File: src/rtl/axi4_lite_subordinate.sv
// rtl/axi4_lite_subordinate.sv - AXI4-Lite subordinate bridging to a word-wide request/ack memory port
//
// Terminates one AXI4-Lite subordinate port (AR/R/AW/W/B channels, flattened)
// and drives a request/ack mem_* port. One read and one write may be in
// flight; they share the mem port through an alternating arbiter.
//
// Ports:
//   clk, rst_n                    clock, synchronous active-low reset
//   ar*/r*                        read address / read data channels
//   aw*/w*/b*                     write address / write data / write response channels
//   mem_rd_en, mem_wr_en          requests, held until mem_ack or timeout
//   mem_addr                      word-aligned byte offset from BASE_ADDR
//   mem_wr_data, mem_wr_strobe    write payload and byte enables
//   mem_rd_data, mem_ack, mem_err completion from the peripheral
module axi4_lite_subordinate #(
    parameter int                    ADDR_WIDTH = 32,
    parameter int                    XLEN       = 32,
    parameter logic [ADDR_WIDTH-1:0] BASE_ADDR  = '0,
    parameter logic [ADDR_WIDTH:0]   SIZE       = 'h1000,
    parameter int                    TIMEOUT    = 16
) (
    input  logic                  clk,
    input  logic                  rst_n,
    input  logic [ADDR_WIDTH-1:0] araddr,
    input  logic [2:0]            arprot,
    input  logic                  arvalid,
    output logic                  arready,
    output logic [XLEN-1:0]       rdata,
    output logic [1:0]            rresp,
    output logic                  rvalid,
    input  logic                  rready,
    input  logic [ADDR_WIDTH-1:0] awaddr,
    input  logic [2:0]            awprot,
    input  logic                  awvalid,
    output logic                  awready,
    input  logic [XLEN-1:0]       wdata,
    input  logic [XLEN/8-1:0]     wstrb,
    input  logic                  wvalid,
    output logic                  wready,
    output logic [1:0]            bresp,
    output logic                  bvalid,
    input  logic                  bready,
    output logic                  mem_rd_en,
    output logic                  mem_wr_en,
    output logic [ADDR_WIDTH-1:0] mem_addr,
    output logic [XLEN-1:0]       mem_wr_data,
    output logic [XLEN/8-1:0]     mem_wr_strobe,
    input  logic [XLEN-1:0]       mem_rd_data,
    input  logic                  mem_ack,
    input  logic                  mem_err
);

    localparam logic [1:0] RESP_OKAY   = 2'b00;
    localparam logic [1:0] RESP_SLVERR = 2'b10;
    localparam logic [1:0] RESP_DECERR = 2'b11;
    localparam int         TW          = $clog2(TIMEOUT + 2);
    localparam logic [TW-1:0] TIMEOUT_CNT = TW'(TIMEOUT);

    typedef enum logic [1:0] {RD_IDLE, RD_REQ, RD_RESP} rd_state_t;
    typedef enum logic [1:0] {WR_IDLE, WR_REQ, WR_RESP} wr_state_t;
    typedef enum logic [1:0] {OWN_NONE, OWN_RD, OWN_WR} owner_t;

    rd_state_t rd_state, rd_state_next;
    wr_state_t wr_state, wr_state_next;
    owner_t    owner;

    logic [ADDR_WIDTH-1:0] rd_addr, wr_addr;
    logic [XLEN-1:0]       rdata_q, wdata_q, rd_data_next;
    logic [XLEN/8-1:0]     wstrb_q;
    logic [1:0]            rresp_q, bresp_q, rd_resp_next, wr_resp_next;
    logic                  rd_load, wr_load;
    logic                  aw_held, w_held, aw_hs, w_hs;
    logic                  prio_rd;
    logic [TW-1:0]         cnt_q, cur_cnt;
    logic                  rd_need, wr_need, rd_sel, wr_sel, busy, timeout, finish;

    // Extra top bit is the borrow of addr - BASE_ADDR, so addresses below the
    // window compare as huge and fall out of range without a second compare.
    logic [ADDR_WIDTH:0] rd_diff, wr_diff;
    logic                rd_in_range, wr_in_range;

    assign rd_diff     = {1'b0, rd_addr} - {1'b0, BASE_ADDR};
    assign wr_diff     = {1'b0, wr_addr} - {1'b0, BASE_ADDR};
    assign rd_in_range = rd_diff < SIZE;
    assign wr_in_range = wr_diff < SIZE;

    logic unused_ok;
    assign unused_ok = ^{arprot, awprot, rd_diff[1:0], wr_diff[1:0]};

    // Arbiter: an idle port is granted to whichever side needs it, with
    // prio_rd breaking ties; an owned port stays with its owner.
    assign rd_need = (rd_state == RD_REQ) && rd_in_range;
    assign wr_need = (wr_state == WR_REQ) && wr_in_range;
    assign rd_sel  = rst_n && rd_need &&
                     ((owner == OWN_RD) || ((owner == OWN_NONE) && (!wr_need || prio_rd)));
    assign wr_sel  = rst_n && wr_need &&
                     ((owner == OWN_WR) || ((owner == OWN_NONE) && (!rd_need || !prio_rd)));
    assign busy    = rd_sel || wr_sel;
    assign cur_cnt = (owner == OWN_NONE) ? '0 : cnt_q;
    // mem_ack in the expiry cycle wins over the timeout.
    assign timeout = busy && !mem_ack && (cur_cnt == TIMEOUT_CNT);
    assign finish  = busy && (mem_ack || timeout);

    always_ff @(posedge clk) begin
        if (!rst_n) begin
            owner   <= OWN_NONE;
            prio_rd <= 1'b1;
            cnt_q   <= '0;
        end else if (finish) begin
            owner   <= OWN_NONE;
            prio_rd <= wr_sel;
            cnt_q   <= '0;
        end else if (busy) begin
            owner   <= rd_sel ? OWN_RD : OWN_WR;
            cnt_q   <= cur_cnt + TW'(1);
        end
    end

    assign mem_rd_en     = rd_sel;
    assign mem_wr_en     = wr_sel;
    assign mem_addr      = rd_sel ? {rd_diff[ADDR_WIDTH-1:2], 2'b00} :
                           wr_sel ? {wr_diff[ADDR_WIDTH-1:2], 2'b00} : '0;
    assign mem_wr_data   = wr_sel ? wdata_q : '0;
    assign mem_wr_strobe = wr_sel ? wstrb_q : '0;

    // Read path
    assign arready = rst_n && (rd_state == RD_IDLE);
    assign rvalid  = rst_n && (rd_state == RD_RESP);
    assign rdata   = rst_n ? rdata_q : '0;
    assign rresp   = rst_n ? rresp_q : RESP_OKAY;

    always_comb begin
        rd_state_next = rd_state;
        rd_load       = 1'b0;
        rd_data_next  = '0;
        rd_resp_next  = RESP_OKAY;
        case (rd_state)
            RD_IDLE: if (arvalid) rd_state_next = RD_REQ;
            RD_REQ: begin
                if (!rd_in_range) begin
                    rd_load      = 1'b1;
                    rd_resp_next = RESP_DECERR;
                end else if (rd_sel && mem_ack) begin
                    rd_load      = 1'b1;
                    rd_resp_next = mem_err ? RESP_SLVERR : RESP_OKAY;
                    rd_data_next = mem_err ? '0 : mem_rd_data;
                end else if (rd_sel && timeout) begin
                    rd_load      = 1'b1;
                    rd_resp_next = RESP_SLVERR;
                end
                if (rd_load) rd_state_next = RD_RESP;
            end
            RD_RESP: if (rready) rd_state_next = RD_IDLE;
            default: rd_state_next = RD_IDLE;
        endcase
    end

    always_ff @(posedge clk) begin
        if (!rst_n) begin
            rd_state <= RD_IDLE;
            rd_addr  <= '0;
            rdata_q  <= '0;
            rresp_q  <= RESP_OKAY;
        end else begin
            rd_state <= rd_state_next;
            if (rd_state == RD_IDLE && arvalid) rd_addr <= araddr;
            if (rd_load) begin
                rdata_q <= rd_data_next;
                rresp_q <= rd_resp_next;
            end
        end
    end

    // Write path: AW and W are captured independently in WR_IDLE.
    assign awready = rst_n && (wr_state == WR_IDLE) && !aw_held;
    assign wready  = rst_n && (wr_state == WR_IDLE) && !w_held;
    assign bvalid  = rst_n && (wr_state == WR_RESP);
    assign bresp   = rst_n ? bresp_q : RESP_OKAY;
    assign aw_hs   = awvalid && awready;
    assign w_hs    = wvalid && wready;

    always_comb begin
        wr_state_next = wr_state;
        wr_load       = 1'b0;
        wr_resp_next  = RESP_OKAY;
        case (wr_state)
            WR_IDLE: if ((aw_held || aw_hs) && (w_held || w_hs)) wr_state_next = WR_REQ;
            WR_REQ: begin
                if (!wr_in_range) begin
                    wr_load      = 1'b1;
                    wr_resp_next = RESP_DECERR;
                end else if (wr_sel && mem_ack) begin
                    wr_load      = 1'b1;
                    wr_resp_next = mem_err ? RESP_SLVERR : RESP_OKAY;
                end else if (wr_sel && timeout) begin
                    wr_load      = 1'b1;
                    wr_resp_next = RESP_SLVERR;
                end
                if (wr_load) wr_state_next = WR_RESP;
            end
            WR_RESP: if (bready) wr_state_next = WR_IDLE;
            default: wr_state_next = WR_IDLE;
        endcase
    end

    always_ff @(posedge clk) begin
        if (!rst_n) begin
            wr_state <= WR_IDLE;
            wr_addr  <= '0;
            wdata_q  <= '0;
            wstrb_q  <= '0;
            aw_held  <= 1'b0;
            w_held   <= 1'b0;
            bresp_q  <= RESP_OKAY;
        end else begin
            wr_state <= wr_state_next;
            if (aw_hs) begin
                wr_addr <= awaddr;
                aw_held <= 1'b1;
            end
            if (w_hs) begin
                wdata_q <= wdata;
                wstrb_q <= wstrb;
                w_held  <= 1'b1;
            end
            // Flags clear as the request starts; this overrides a same-cycle capture.
            if (wr_state == WR_IDLE && wr_state_next == WR_REQ) begin
                aw_held <= 1'b0;
                w_held  <= 1'b0;
            end
            if (wr_load) bresp_q <= wr_resp_next;
        end
    end

endmodule

File: config.mk
export PLATFORM = sky130hd
export DESIGN_NAME = axi4_lite_subordinate
export DESIGN_NICKNAME = d
export VERILOG_FILES = /design/src/rtl/axi4_lite_subordinate.sv
export SDC_FILE = /design/constraint.sdc
export NUM_CORES = 1
export LEC_CHECK = 0
export BUFFER_PORTS_ARGS = -buffer_cell sky130_fd_sc_hd__buf_2
export CORE_MARGIN = 3
export CORE_UTILIZATION = 50
export CTS_CLUSTER_SIZE = 20
export DETAILED_ROUTE_END_ITERATION = 16
export GPL_TIMING_DRIVEN = 0
export HOLD_SLACK_MARGIN = 0.1
export PLACE_DENSITY = 0.82
export SYNTH_ARGS = -nofsm -noshare
export SYNTH_HDL_FRONTEND = slang
export SYNTH_SLANG_ARGS = --single-unit
export TNS_END_PERCENT = 100
File: constraint.sdc
create_clock -name clk -period 5.94 [get_ports clk]
set_input_delay 1.188 -clock clk [delete_from_list [all_inputs] [get_ports clk]]
set_output_delay 1.188 -clock clk [all_outputs]
set_load 0.005 [all_outputs]
Word level (Yosys, flattened, before mapping):

Index checks and enable logic that the tools add are counted.

* add/sub/neg operators: 1
* order comparisons: 2
* eq/ne operators: 11
* mux-type cells: 40
* bitwise gates (word level): 1
* reduce and logical (&&, ||, !) cells: 46

Operators with widths (count)
* 32-bit two-way mux: 8
* 32-bit by 13-bit < comparator with 1-bit output (second input constant): 2
* 2-bit two-way mux: 18
* 1-bit logical AND: 26
* 2-bit case mux with 3 select lines: 2
* 1-bit two-way mux: 10
* 2-bit by 1-bit == test with 1-bit output (second input constant): 4
* 1-bit logical OR: 8
* 2-bit == test (second input constant): 3
* 1-bit logical NOT: 6
* 2-bit logical NOT: 3
* 5-bit by 1-bit adder with 5-bit output (second input constant): 1
* 5-bit == test (second input constant): 1
* 5-bit two-way mux: 1
* 4-bit two-way mux: 1
* 2-bit != test (second input constant): 2
* 2-bit OR reduction: 2
* 3-bit AND reduction: 1
* 2-bit by 1-bit != test with 1-bit output (second input constant): 1
* 1-bit NOT: 1

* bits in registers: 150
* input bits: 147
* output and inout port bits: 111
* word-level logic and storage cells: 115

Logic depth before layout (Yosys ltp):

Gate-level depths: netlist of run 1.

* depth in word-level cells: 20
* depth in mapped cells: 10

Worst setup path after synthesis of run 1:

No wires, ideal clock.

* path type: input port to output port
* start: input port rst_n
* end: output port mem_addr[10]
* data arrival time: 2.397 ns
* data required time: 4.752 ns
* setup slack: 2.355 ns
* stages: 5
* cell sequence: nor4bb_1 nand3_1 a311oi_2 clkbuf_2 a22o_1

* word-level cells in the longest chain between the ends: 4
* elaborated cells between the ends (all ways): 6
* those cells by class: mux: 2; reduce/logical: 4

Ends and longest elaborated chain
* start, declared: RTL line 23 `input logic rst_n,`
* 1-bit logical AND (2 in series): RTL line 96 `assign wr_sel = rst_n && wr_need &&`
* 32-bit two-way mux: RTL line 122 `wr_sel ? {wr_diff[ADDR_WIDTH-1:2], 2'b00} : '0;`
* 32-bit two-way mux *: RTL line 121 `assign mem_addr = rd_sel ? {rd_diff[ADDR_WIDTH-1:2], 2'b00} :`
* end, declared: RTL line 45 `output logic [ADDR_WIDTH-1:0] mem_addr,`

Every way passes the cells marked *; elsewhere a longest branch is shown, timed or not.

Final worst setup path of run 1:

* start: input port rst_n
* end: output port mem_wr_data[21]

* word-level cells in the longest chain between the ends: 3

Ends and longest elaborated chain
* 1-bit logical AND (2 in series): RTL line 96
* 32-bit two-way mux: RTL line 123 `assign mem_wr_data = wr_sel ? wdata_q : '0;`
* end, declared: RTL line 46 `output logic [XLEN-1:0] mem_wr_data,`

Every way passes these cells.

==> impl_metrics.prom, run 1 <==
# TYPE chip_impl_metric gauge
chip_impl_info{name="run_status",value="completed"} 1
chip_impl_metric{name="hpwl_after_dpl",unit="um"} 13200
chip_impl_metric{name="finalHoldWorstSlack",unit="ns"} 0.447
chip_impl_metric{name="slew_viol_final",unit=""} 0
chip_impl_metric{name="gr-usage-all-layers",unit=""} 0.243
chip_impl_metric{name="finalCritPeriodShare",unit=""} 0.755
chip_impl_metric{name="placementRows",unit=""} 40
chip_impl_metric{name="ioPinCount",unit=""} 258
chip_impl_metric{name="place.detailed.instances",unit=""} 1238
chip_impl_metric{name="number_of_synthesized_register_bits",unit=""} 146
chip_impl_metric{name="numClockSinks",unit=""} 146
chip_impl_metric{name="report.final.hold_viol_count",unit=""} 0
chip_impl_info{name="synth.most_common_cell",value="sky130_fd_sc_hd__nand2_1"} 1
chip_impl_metric{name="synth.cell_area",unit="mm2"} 0.00631
chip_impl_metric{name="preCtsSetupSlack",unit="ns"} 1.55
chip_impl_info{name="cts_root_buffer",value="sky130_fd_sc_hd__clkbuf_16"} 1
chip_impl_metric{name="timing.clock.skew",unit="ns"} 0.00720
chip_impl_metric{name="final_period_minus_worst_setup_slack",unit="ns"} 4.49
chip_impl_metric{name="postSynth.asyncResetShare",unit=""} 0
chip_impl_metric{name="flow.area_growth_from_synthesis",unit="%"} 31.1
chip_impl_metric{name="timing.critical_path.arrival",unit="ns"} 3.30
chip_impl_metric{name="fin_tns_setup",unit="ns"} 0
chip_impl_metric{name="grt_start_max_net_pins",unit=""} 17
chip_impl_info{name="synth_top_area_cell",value="sky130_fd_sc_hd__dfxtp_1"} 1
chip_impl_metric{name="htree_num_levels",unit=""} 4
chip_impl_metric{name="start_util",unit=""} 0.519
chip_impl_info{name="yosys-top-cells-area",value="sky130_fd_sc_hd__dfxtp_1 (46%), sky130_fd_sc_hd__nand2_1 (14%), sky130_fd_sc_hd__a21oi_1 (8.2%)"} 1
chip_impl_metric{name="synth_warn",unit=""} 0
chip_impl_metric{name="synth_cell_type_count",unit=""} 55
chip_impl_info{name="hold_class",value="reg -> reg"} 1
chip_impl_metric{name="cts_buffer_depth",unit=""} 2
chip_impl_metric{name="post-cts-setup-buffer-count",unit=""} 0
chip_impl_info{name="critical-path-slowest-cell",value="sky130_fd_sc_hd__a311oi_2"} 1
chip_impl_info{name="commonest_cells_in_the_synthesized_netlist",value="sky130_fd_sc_hd__nand2_1 (233), sky130_fd_sc_hd__dfxtp_1 (146), sky130_fd_sc_hd__a21oi_1 (104)"} 1
chip_impl_metric{name="post_dr_wirelength_cell",unit="um"} 13.8
chip_impl_metric{name="num_antenna_cells",unit=""} 0
chip_impl_metric{name="route.detailed.drc",unit=""} 0
chip_impl_metric{name="nets",unit=""} 1238
chip_impl_metric{name="detailedRoute.firstIterationViolations",unit=""} 360
chip_impl_metric{name="dr.pass1.iters",unit=""} 7
chip_impl_info{name="critical_path.startpoint_type",value="input port"} 1
chip_impl_metric{name="vdd.ir_drop.worst",unit="mV"} 0.183
chip_impl_info{name="cts_tree",value="yes"} 1
chip_impl_metric{name="placeableCoreArea",unit="mm2"} 0.0122
chip_impl_metric{name="p_leak",unit="nW"} 4.17
chip_impl_metric{name="crit_fanout",unit=""} 10
chip_impl_metric{name="timing.final.ws_setup",unit="ns"} 1.45
chip_impl_info{name="timing.critical_path.mode_cell",value="sky130_fd_sc_hd__buf_2"} 1
chip_impl_metric{name="clk-insertion-delay-late",unit="ns"} 0.42
chip_impl_metric{name="edff_count_synth",unit=""} 0
chip_impl_metric{name="worstPathRequired",unit="ns"} 4.75
chip_impl_metric{name="vias",unit=""} 6344
chip_impl_metric{name="setup_viol",unit=""} 0
chip_impl_metric{name="max_cap_viol_count",unit=""} 0
chip_impl_info{name="synth-main-ff-cell",value="sky130_fd_sc_hd__dfxtp_1"} 1
chip_impl_metric{name="first_global_vias",unit=""} 5947
chip_impl_metric{name="detail_route.wirelength",unit="um"} 17500
chip_impl_metric{name="power.density_cell_area",unit="mW/mm2"} 280
chip_impl_metric{name="number_of_buffers_added_by_the_clock_tree_synthesis_step",unit=""} 17
chip_impl_metric{name="grt_antenna_before_repair",unit=""} 0
chip_impl_metric{name="critical_path.max_stage_delay",unit="ns"} 0.64
chip_impl_metric{name="slew_headroom",unit=""} 0.489
chip_impl_metric{name="die-width",unit="um"} 118
chip_impl_metric{name="layout-drive-gt1-share",unit=""} 0.280
chip_impl_metric{name="port_buffers",unit=""} 225
chip_impl_metric{name="grt_overflow_total",unit=""} 0
chip_impl_metric{name="holdPathStages",unit=""} 2
chip_impl_metric{name="clock_transition_time_at_the_flip_flop_clock_pins_of_the_worst_setup_and_hold_paths",unit="ns"} 0.05
chip_impl_metric{name="grt_pass1_wl",unit="um"} 28000
chip_impl_metric{name="die_height",unit="um"} 118
chip_impl_metric{name="worstMarginPinSlew",unit="ns"} 0.755
chip_impl_metric{name="ff2ff_path_depth",unit=""} 10
chip_impl_info{name="ws_path_type",value="in -> out"} 1
chip_impl_metric{name="max_frequency",unit="MHz"} 223
chip_impl_info{name="endpoint_kind_of_the_worst_setup_timing_path",value="output pin"} 1
chip_impl_metric{name="drt-vias-per-instance",unit=""} 5.00
chip_impl_metric{name="cts.repair.resized",unit=""} 0
chip_impl_metric{name="yosysSeqAreaShare",unit=""} 0.463
chip_impl_metric{name="fin_cells",unit=""} 1268
chip_impl_metric{name="post_synth_inst_count",unit=""} 824
chip_impl_metric{name="synth.avg_cell_area",unit="um2"} 7.66
chip_impl_info{name="crit_path_cell_trace",value="buf_2, nor4bb_1, nand3_1, a311oi_2, clkbuf_1, and2_1, buf_2"} 1
chip_impl_metric{name="yosys.area.top_type_share",unit=""} 0.463
chip_impl_info{name="grt_setup_unrepaired",value="false"} 1
chip_impl_metric{name="globalplace.congestion",unit=""} 0.884
chip_impl_metric{name="die-area",unit="mm2"} 0.0140
chip_impl_metric{name="hold_buffers",unit=""} 0
chip_impl_metric{name="antenna_left",unit=""} 0
state kept, by name, indices dropped and copies added (netlist names):
signal	cells
owner	2
rresp_q	2
prio_rd	1
rd_state	2
rd_addr	30
wstrb_q	4
bresp_q	2
w_held	1
rdata_q	32
cnt_q	5
wr_state	2
aw_held	1
wdata_q	32
wr_addr	30
report_power, final:
| group | switching, W | internal (W) | total [W] |
|---|---|---|---|
| Combinational | 0.000167 | 0.000115 | 0.000282 |
| Sequential | 0.0000287 | 0.00103 | 0.00106 |
| Clock | 0.000378 | 0.000605 | 0.000983 |
| Total | 0.000574 | 0.00175 | 0.00232 |
cell type report:
type                    count  area [um2]
repair buffers            225        1130
multi-input cells         558        2830
fillers                  1122        3880
plain buffers              73         388
clock buffers              26         529
flip-flops and latches    146        2920
well taps                 168         210
inverters                  68         255
clock inverters             4        22.5
metrics by stage:
step | utilization | total power, W | area [um2]
after floorplan | - | 0.00125 | 6390
after global placement | 0.636 | 0.00135 | 7730
after detailed placement | 0.636 | 0.00136 | 7730
after CTS | 0.681 | 0.00234 | 8280
after global routing | 0.681 | 0.00242 | 8280
final | 0.681 | 0.00232 | 8280
placed cells by master (no fill, tap or decap), drive strengths merged, types with 2 or more instances in the layout:
master / n
a21oi: 104
o211ai: 2
o21ai: 7
nor2: 17
and3: 5
nor4: 17
conb: 22
a22o: 10
a32oi: 3
nand3: 17
nand2: 233
and2: 45
nand2b: 3
nor3b: 4
inv: 68
o211a: 2
a31oi: 2
or4: 6
nor4b: 3
o22ai: 34
clkbuf: 53
clkinv: 3
ha: 2
buf: 271
dfxtp: 146
layer usage:
metal | wire length [um] | part of all wire | vias to the layer above | global-route usage
met4 | 358 | 0.020 | 0 | 0.0876
li1 | - | - | 3230 | -
met1 | 7500 | 0.43 | 2836 | 0.298
met3 | 1230 | 0.070 | 29 | 0.0603
met5 | 0 | 0 | - | 0
met2 | 8420 | 0.48 | 249 | 0.415
path summary, 6_finish.rpt:
kind | to | from | slack (ns)
worst min register to register | wdata_q[10]$_SDFFE_PN0P_ | wdata_q[10]$_SDFFE_PN0P_ | 0.45
worst min-delay path | wdata_q[10]$_SDFFE_PN0P_ | wdata_q[10]$_SDFFE_PN0P_ | 0.45
worst max register to register | rdata_q[25]$_SDFFE_PN0P_ | owner[1]$_SDFFE_PP0N_ | 3.17
worst max-delay path | mem_wr_data[21] | rst_n | 1.45
cells by family after synthesis:
group                    after synthesis  synth area share
AND/OR/NAND/NOR                      355             0.259
AO/OA/AOI/OAI                        178             0.170
flip-flops                           146             0.463
buffers and inverters                141             0.102
adder cells (fa/ha/maj)                2           0.00396
multiplexers                           1           0.00159
other                                  1          0.000594
worst max-delay path, delay by kind of cell:
kind,cells,cell delay (ns)
AO/OA/AOI/OAI,1,0.64
buffers and inverters,3,0.63
AND/OR/NAND/NOR,3,0.83
(Power assumes the default switching activity.)
==> inputs of run 2 (changes only) <==
ABC_AREA = 1   (was default)
CORE_UTILIZATION = 44   (was 50)
PLACE_DENSITY = 0.77   (was 0.82)
clock period = 4 ns   (was 5.94 ns; I/O delays follow)
==> run 2 against run 1 <==
Worst setup slack got worse by 0.56 ns. Synthesized area is 0.26% higher. Via count is 1.3% higher. Sequential cell count is the same. Highest routed layer unchanged. Final cell count increased by 6.9%. Clock skew grew 0.0045 ns. Clock power up 63%. Die area up 13%.
==> impl_metrics.prom, run 2 <==
# TYPE chip_impl_metric gauge
chip_impl_metric{name="dr.pass1.iters",unit=""} 5
chip_impl_info{name="yosys-top-cells-area",value="sky130_fd_sc_hd__dfxtp_1 (46%), sky130_fd_sc_hd__nand2_1 (8.4%), sky130_fd_sc_hd__nor2_1 (7.9%)"} 1
chip_impl_info{name="hold_class",value="reg -> reg"} 1
chip_impl_metric{name="met3_wirelength",unit="um"} 1230
chip_impl_metric{name="slew_viol_final",unit=""} 0
chip_impl_metric{name="yosysSeqAreaShare",unit=""} 0.462
chip_impl_metric{name="final_design_area_no_fill",unit="mm2"} 0.00835
chip_impl_metric{name="max_frequency",unit="MHz"} 321
chip_impl_metric{name="slew_headroom",unit=""} 0.609
chip_impl_metric{name="wl_met2",unit="um"} 8210
chip_impl_metric{name="first_global_vias",unit=""} 6015
chip_impl_metric{name="fin_cells",unit=""} 1355
chip_impl_info{name="cts_root_buffer",value="sky130_fd_sc_hd__clkbuf_16"} 1
chip_impl_metric{name="placeableCoreArea",unit="mm2"} 0.0140
chip_impl_metric{name="critical_path.n_buffers_inverters",unit=""} 3
chip_impl_metric{name="port_buffers",unit=""} 223
chip_impl_metric{name="die_height",unit="um"} 126
chip_impl_metric{name="detail_route.wirelength",unit="um"} 17500
chip_impl_info{name="leading_cell_type_in_the_layout_fill_and_taps_excluded",value="sky130_fd_sc_hd__buf_2"} 1
chip_impl_metric{name="detailedRoute.firstIterationViolations",unit=""} 387
chip_impl_metric{name="number_of_buffers_added_by_the_clock_tree_synthesis_step",unit=""} 17
chip_impl_info{name="top_layer",value="met4"} 1
chip_impl_info{name="synth.most_common_cell",value="sky130_fd_sc_hd__dfxtp_1"} 1
chip_impl_metric{name="grt_start_max_net_pins",unit=""} 17
chip_impl_metric{name="timing.final.ws_setup",unit="ns"} 0.888
chip_impl_metric{name="cts_buffer_depth",unit=""} 2
chip_impl_info{name="largestRegisters",value="rdata_q: 32 flops, wdata_q: 32 flops"} 1
chip_impl_metric{name="ioPinCount",unit=""} 258
chip_impl_metric{name="synth.avg_cell_area",unit="um2"} 7.03
chip_impl_metric{name="synth_warn",unit=""} 0
chip_impl_metric{name="yosys.area.top_type_share",unit=""} 0.462
chip_impl_metric{name="timing.reg2reg.setup_slack",unit="ns"} 2.08
chip_impl_metric{name="p_leak",unit="nW"} 4.39
chip_impl_metric{name="die-width",unit="um"} 126
chip_impl_info{name="cts_tree",value="yes"} 1
chip_impl_metric{name="htree_num_levels",unit=""} 4
chip_impl_metric{name="final_period_minus_worst_setup_slack",unit="ns"} 3.11
chip_impl_metric{name="max_cap_viol_count",unit=""} 0
chip_impl_metric{name="vdd.ir_drop.worst",unit="mV"} 0.259
chip_impl_info{name="critPathTopFamily",value="simple AND/OR/NAND/NOR gates"} 1
chip_impl_metric{name="vias",unit=""} 6425
chip_impl_metric{name="total_power",unit="W"} 0.00364
chip_impl_info{name="critical_path.startpoint_type",value="flop"} 1
chip_impl_metric{name="cts.repair.resized",unit=""} 0
chip_impl_metric{name="flow.area_growth_from_synthesis",unit="%"} 31.8
chip_impl_info{name="critical-path-slowest-cell",value="sky130_fd_sc_hd__dfxtp_1"} 1
chip_impl_metric{name="hold_buffers",unit=""} 0
chip_impl_info{name="crit_path_cell_trace",value="or2_0, nor2_1, nand2_1, nor2_1, nand3_1, nand2_2, nand2_2, buf_4, nand2_1, inv_1, buf_2"} 1
chip_impl_info{name="synth-main-ff-cell",value="sky130_fd_sc_hd__dfxtp_1"} 1
chip_impl_metric{name="clock_transition_time_at_the_flip_flop_clock_pins_of_the_worst_setup_and_hold_paths",unit="ns"} 0.06
chip_impl_metric{name="post_dr_wirelength_cell",unit="um"} 12.9
chip_impl_info{name="commonest_cells_in_the_synthesized_netlist",value="sky130_fd_sc_hd__dfxtp_1 (146), sky130_fd_sc_hd__nand2_1 (142), sky130_fd_sc_hd__nor2_1 (134)"} 1
chip_impl_metric{name="wl_met1",unit="um"} 7760
chip_impl_info{name="run_status",value="completed"} 1
chip_impl_metric{name="final.fill_count",unit=""} 1316
chip_impl_metric{name="timing.clock.skew",unit="ns"} 0.0117
chip_impl_metric{name="num_antenna_cells",unit=""} 0
chip_impl_metric{name="gr-usage-all-layers",unit=""} 0.218
chip_impl_metric{name="power.density_cell_area",unit="mW/mm2"} 436
chip_impl_info{name="ws_path_type",value="reg -> out"} 1
chip_impl_metric{name="drt-vias-per-instance",unit=""} 4.74
chip_impl_metric{name="synth_cell_type_count",unit=""} 34
chip_impl_metric{name="grt_antenna_before_repair",unit=""} 0
chip_impl_metric{name="clk-insertion-delay-late",unit="ns"} 0.42
chip_impl_metric{name="critical_path.max_stage_delay",unit="ns"} 0.31
chip_impl_metric{name="postSynth.asyncResetShare",unit=""} 0
chip_impl_metric{name="timing.critical_path.arrival",unit="ns"} 2.31
chip_impl_metric{name="globalplace.congestion",unit=""} 0.860
chip_impl_info{name="most-common-layout-cells",value="sky130_fd_sc_hd__buf_2 (231), sky130_fd_sc_hd__dfxtp_1 (146), sky130_fd_sc_hd__nand2_1 (142), sky130_fd_sc_hd__nor2_1 (134), sky130_fd_sc_hd__inv_1 (117)"} 1
chip_impl_metric{name="place.detailed.instances",unit=""} 1324
chip_impl_metric{name="fin_tns_setup",unit="ns"} 0
chip_impl_metric{name="setup_viol",unit=""} 0
chip_impl_metric{name="route.detailed.drc",unit=""} 0
chip_impl_metric{name="die-area",unit="mm2"} 0.0159
chip_impl_metric{name="finalCritPeriodShare",unit=""} 0.778
chip_impl_info{name="synth_top_area_cell",value="sky130_fd_sc_hd__dfxtp_1"} 1
chip_impl_metric{name="synth.cell_area",unit="mm2"} 0.00633
chip_impl_metric{name="nets",unit=""} 1312
chip_impl_metric{name="preCtsSetupSlack",unit="ns"} 0.858
chip_impl_metric{name="worstMarginPinSlew",unit="ns"} 0.586
chip_impl_metric{name="numClockSinks",unit=""} 146
chip_impl_metric{name="placedInstanceArea",unit="mm2"} 0.00775
chip_impl_metric{name="hpwl_after_dpl",unit="um"} 13300
chip_impl_metric{name="grt_pass1_wl",unit="um"} 28400
chip_impl_metric{name="placementRows",unit=""} 43
chip_impl_metric{name="grt_overflow_total",unit=""} 0
chip_impl_metric{name="worstPathRequired",unit="ns"} 3.20
chip_impl_info{name="endpoint_kind_of_the_worst_setup_timing_path",value="output pin"} 1
chip_impl_metric{name="start_util",unit=""} 0.453
chip_impl_metric{name="layout-drive-gt1-share",unit=""} 0.258
chip_impl_metric{name="post_synth_inst_count",unit=""} 900
chip_impl_metric{name="edff_count_synth",unit=""} 0
chip_impl_metric{name="number_of_synthesized_register_bits",unit=""} 146
chip_impl_metric{name="crit_fanout",unit=""} 10
chip_impl_metric{name="report.final.hold_viol_count",unit=""} 0
chip_impl_info{name="grt_setup_unrepaired",value="false"} 1
chip_impl_metric{name="post-cts-setup-buffer-count",unit=""} 0
chip_impl_metric{name="antenna_left",unit=""} 0
[run 2: final timing paths]
kind,start,endpoint,cells after the start
worst min-delay path,wdata_q[18]$_SDFFE_PN0P_,wdata_q[18]$_SDFFE_PN0P_,2
worst max register to register,rd_addr[31]$_SDFFE_PN0P_,rdata_q[9]$_SDFFE_PN0P_,8
worst min register to register,wdata_q[18]$_SDFFE_PN0P_,wdata_q[18]$_SDFFE_PN0P_,2
worst max-delay path,rd_addr[31]$_SDFFE_PN0P_,mem_addr[2],11
[run 2: logic make-up (layout without fill, tap and decap cells)]
group           Yosys count  count (layout)  synth area share
compound gates          186             186             0.148
xor+xnor                  2               2           0.00277
fa+ha+maj                 2               2           0.00395
buf+inv                 195             449             0.137
flops                   146             146             0.462
other cells               1              22          0.000592
simple gates            368             368             0.245
[run 2: power by group]
part | total, W | switching, W | internal (W)
Clock | 0.00160 | 0.000591 | 0.00101
Combinational | 0.000449 | 0.000277 | 0.000172
Sequential | 0.00160 | 0.0000406 | 0.00156
Total | 0.00364 | 0.000909 | 0.00273
[run 2: final cells by class]
cell class | count | area [um2] | share of cell area
sequential | 146 | 2920 | 0.350
multi-input combinational | 580 | 2620 | 0.314
timing repair buffer | 223 | 1120 | 0.134
clock buffer | 21 | 460 | 0.0552
inverter | 120 | 450 | 0.0540
buffer | 75 | 419 | 0.0502
tap | 180 | 225 | 0.0270
clock inverter | 10 | 134 | 0.0160
[run 2: worst reg2reg max path, cell delays in order, from the launching register on]
cell                      delay, ns
sky130_fd_sc_hd__dfxtp_1       0.31
sky130_fd_sc_hd__or2_0         0.21
sky130_fd_sc_hd__nor2_1        0.28
sky130_fd_sc_hd__nand4_2       0.20
sky130_fd_sc_hd__nor2_4        0.16
sky130_fd_sc_hd__nand3_2       0.19
sky130_fd_sc_hd__nand2_2       0.19
sky130_fd_sc_hd__buf_4         0.19
sky130_fd_sc_hd__o21ai_1       0.08
[run 2: layer usage]
layer	vias to the layer above	global-route usage
met5	-	0
met4	0	0.0763
met3	25	0.0539
met2	225	0.354
met1	2855	0.283
li1	3320	-
[run 2: per-stage QoR]
step | util | hold slack (ns)
after floorplan | - | 0.429
after global placement | 0.554 | 0.440
after global routing | 0.597 | 0.480
after CTS | 0.597 | 0.452
after detailed placement | 0.554 | 0.443
final | 0.597 | 0.453
==> inputs of run 3 (changes only) <==
ABC_AREA = 0   (was 1)
CORE_UTILIZATION = 48   (was 44)
PLACE_DENSITY = 0.8   (was 0.77)
clock period = 2.92 ns   (was 4 ns; I/O delays follow)
==> run 3 against run 2 <==
Global-route usage up 1.8 points. Final area up 3.3%. Sequential power up 34%. Critical path depth down 5. Sequential share of layout area down 1.1 points. Total power up 35%. Critical endpoint is now mem_addr[7].
==> impl_metrics.prom, run 3 (synthesis results as in run 1) <==
# TYPE chip_impl_metric gauge
chip_impl_info{name="run_status",value="completed"} 1
chip_impl_info{name="leading_cell_type_in_the_layout_fill_and_taps_excluded",value="sky130_fd_sc_hd__buf_2"} 1
chip_impl_metric{name="antenna_left",unit=""} 0
chip_impl_info{name="cts_tree",value="yes"} 1
chip_impl_metric{name="placementRows",unit=""} 41
chip_impl_metric{name="ioPinCount",unit=""} 258
chip_impl_info{name="grt_setup_unrepaired",value="true"} 1
chip_impl_metric{name="worstMarginPinSlew",unit="ns"} 0.804
chip_impl_metric{name="timing.critical_path.arrival",unit="ns"} 2.31
chip_impl_metric{name="fin_tns_setup",unit="ns"} 0
chip_impl_metric{name="max_cap_viol_count",unit=""} 0
chip_impl_metric{name="setup_viol",unit=""} 0
chip_impl_metric{name="utilization",unit=""} 0.677
chip_impl_metric{name="finalCritPeriodShare",unit=""} 0.990
chip_impl_metric{name="final.fill_count",unit=""} 1101
chip_impl_metric{name="htree_num_levels",unit=""} 4
chip_impl_metric{name="number_of_buffers_added_by_the_clock_tree_synthesis_step",unit=""} 17
chip_impl_metric{name="numClockSinks",unit=""} 146
chip_impl_metric{name="port_buffers",unit=""} 225
chip_impl_metric{name="die-area",unit="mm2"} 0.0146
chip_impl_info{name="hold_class",value="in -> reg"} 1
chip_impl_info{name="most-common-layout-cells",value="sky130_fd_sc_hd__buf_2 (241), sky130_fd_sc_hd__nand2_1 (233), sky130_fd_sc_hd__dfxtp_1 (145), sky130_fd_sc_hd__a21oi_1 (104), sky130_fd_sc_hd__inv_1 (67)"} 1
chip_impl_metric{name="globalplace.congestion",unit=""} 0.900
chip_impl_metric{name="grt_pass1_wl",unit="um"} 27800
chip_impl_metric{name="grt_antenna_before_repair",unit=""} 0
chip_impl_metric{name="die-width",unit="um"} 121
chip_impl_metric{name="final_period_minus_worst_setup_slack",unit="ns"} 2.89
chip_impl_info{name="largestRegisters",value="rdata_q: 32 flops, wdata_q: 32 flops"} 1
chip_impl_info{name="endpoint_kind_of_the_worst_setup_timing_path",value="output pin"} 1
chip_impl_metric{name="power.density_cell_area",unit="mW/mm2"} 569
chip_impl_info{name="critical_path.startpoint_type",value="flop"} 1
chip_impl_metric{name="timing.final.ws_setup",unit="ns"} 0.0289
chip_impl_metric{name="layout-drive-gt1-share",unit=""} 0.306
chip_impl_metric{name="timing.clock.skew",unit="ns"} 0.0115
chip_impl_metric{name="num_antenna_cells",unit=""} 0
chip_impl_metric{name="clock_transition_time_at_the_flip_flop_clock_pins_of_the_worst_setup_and_hold_paths",unit="ns"} 0.06
chip_impl_metric{name="die_height",unit="um"} 121
chip_impl_metric{name="p_leak",unit="nW"} 4.29
chip_impl_metric{name="placeableCoreArea",unit="mm2"} 0.0127
chip_impl_metric{name="slew_viol_final",unit=""} 0
chip_impl_info{name="cts_root_buffer",value="sky130_fd_sc_hd__clkbuf_16"} 1
chip_impl_metric{name="post_dr_wirelength_cell",unit="um"} 14.0
chip_impl_metric{name="report.final.hold_viol_count",unit=""} 0
chip_impl_info{name="ws_path_type",value="reg -> out"} 1
chip_impl_metric{name="grt_overflow_total",unit=""} 0
chip_impl_metric{name="crit_fanout",unit=""} 10
chip_impl_metric{name="cts_buffer_depth",unit=""} 2
chip_impl_metric{name="vias",unit=""} 6443
chip_impl_metric{name="route.detailed.drc",unit=""} 0
chip_impl_metric{name="grt_start_max_net_pins",unit=""} 17
chip_impl_metric{name="preCtsSetupSlack",unit="ns"} -0.294
chip_impl_metric{name="detail_route.wirelength",unit="um"} 18000
chip_impl_metric{name="clk-insertion-delay-late",unit="ns"} 0.42
chip_impl_metric{name="flow.area_growth_from_synthesis",unit="%"} 36.5
chip_impl_metric{name="nets",unit=""} 1251
chip_impl_metric{name="start_util",unit=""} 0.496
chip_impl_metric{name="dr.pass1.iters",unit=""} 6
chip_impl_metric{name="hold_buffers",unit=""} 0
chip_impl_metric{name="gr-usage-all-layers",unit=""} 0.236
chip_impl_metric{name="first_global_vias",unit=""} 6029
chip_impl_metric{name="max_frequency",unit="MHz"} 346
chip_impl_metric{name="hpwl_after_dpl",unit="um"} 13200
chip_impl_metric{name="detailedRoute.firstIterationViolations",unit=""} 447
chip_impl_metric{name="worstPathRequired",unit="ns"} 2.34
chip_impl_metric{name="slew_headroom",unit=""} 0.456
chip_impl_metric{name="vdd.ir_drop.worst",unit="mV"} 0.362
chip_impl_metric{name="drt-vias-per-instance",unit=""} 5.01
## run 3: cell count changes in the layout (fill, tap and decap cells not counted), sizes merged, moves of 10 or more
cell   before  now
nor2      137   17
o21ai     105    7
nand2     146  233
nand3      76   17
inv       118   68
and2        0   45
o22ai       0   34
a21oi      77  104
buf       264  287
nor4        0   17
a22o        0   10
## run 3: path summary, 6_finish.rpt
| check | startpoint | end | slack (ns) | cells past startpoint |
|---|---|---|---|---|
| worst min register to register | wdata_q[26]$_SDFFE_PN0P_ | wdata_q[26]$_SDFFE_PN0P_ | 0.45 | 2 |
| worst min-delay path | bready | wr_state[1]$_SDFF_PN0_ | 0.36 | 2 |
| worst max-delay path | rd_addr[31]$_SDFFE_PN0P_ | mem_addr[7] | 0.03 | 6 |
| worst max register to register | owner[1]$_SDFFE_PP0N_ | rdata_q[22]$_SDFFE_PN0P_ | 0.18 | 10 |
## run 3: report_power, final
part / internal (W) / switching (W) / total [W] / leakage, nW
Combinational: 0.000287 / 0.000369 / 0.000656 / 2.82
Clock: 0.00128 / 0.000809 / 0.00209 / 0.278
Sequential: 0.00209 / 0.0000649 / 0.00215 / 1.19
## run 3: final cells by class
| class | count | area, um2 | area share |
|---|---|---|---|
| Clock buffer | 24 | 502 | 0.0582 |
| Buffer | 73 | 434 | 0.0504 |
| Sequential cell | 146 | 2920 | 0.339 |
| Inverter | 68 | 255 | 0.0296 |
| Timing Repair Buffer | 238 | 1240 | 0.143 |
| Multi-Input combinational cell | 558 | 2970 | 0.345 |
| Tap cell | 172 | 215 | 0.0250 |
| Clock inverter | 8 | 76.3 | 0.00886 |
## run 3: worst max-delay path: stages, from the launching register on
cell and delay (ns):
sky130_fd_sc_hd__dfxtp_1 0.32, sky130_fd_sc_hd__or4_4 0.57, sky130_fd_sc_hd__nor4_4 0.37, sky130_fd_sc_hd__and2_4 0.24, sky130_fd_sc_hd__buf_8 0.13, sky130_fd_sc_hd__a22o_1 0.14
sky130_fd_sc_hd__buf_2 0.11
## run 3: stage by stage
step / hold WS, ns / area (um2) / instances / power, W
2_1_floorplan: 0.432 / 6390 / 845 / 0.00254
3_3_place_gp: 0.437 / 7730 / 1242 / 0.00275
3_5_place_dp: 0.442 / 7730 / 1242 / 0.00276
4_1_cts: 0.357 / 8490 / 1279 / 0.00488
5_1_grt: 0.354 / 8620 / 1287 / 0.00509
6_report: 0.363 / 8620 / 1287 / 0.00490
## run 3: timing repair
action	CTS	global route
pin swaps	4	8
endpoints found under the hold margin	0	0
buffers inserted	5	8
endpoints found under the setup margin	48	76
gates resized for setup	23	24
## run 3: metal layers
metal  part of all wire  wire (um)  GRT usage  vias up
li1                   -          -          -     3251
met1               0.41       7440      0.279     2904
met2               0.49       8910      0.420      258
met3              0.077       1400     0.0645       30
met4              0.016        280     0.0637        0
met5                  0          0          0        -
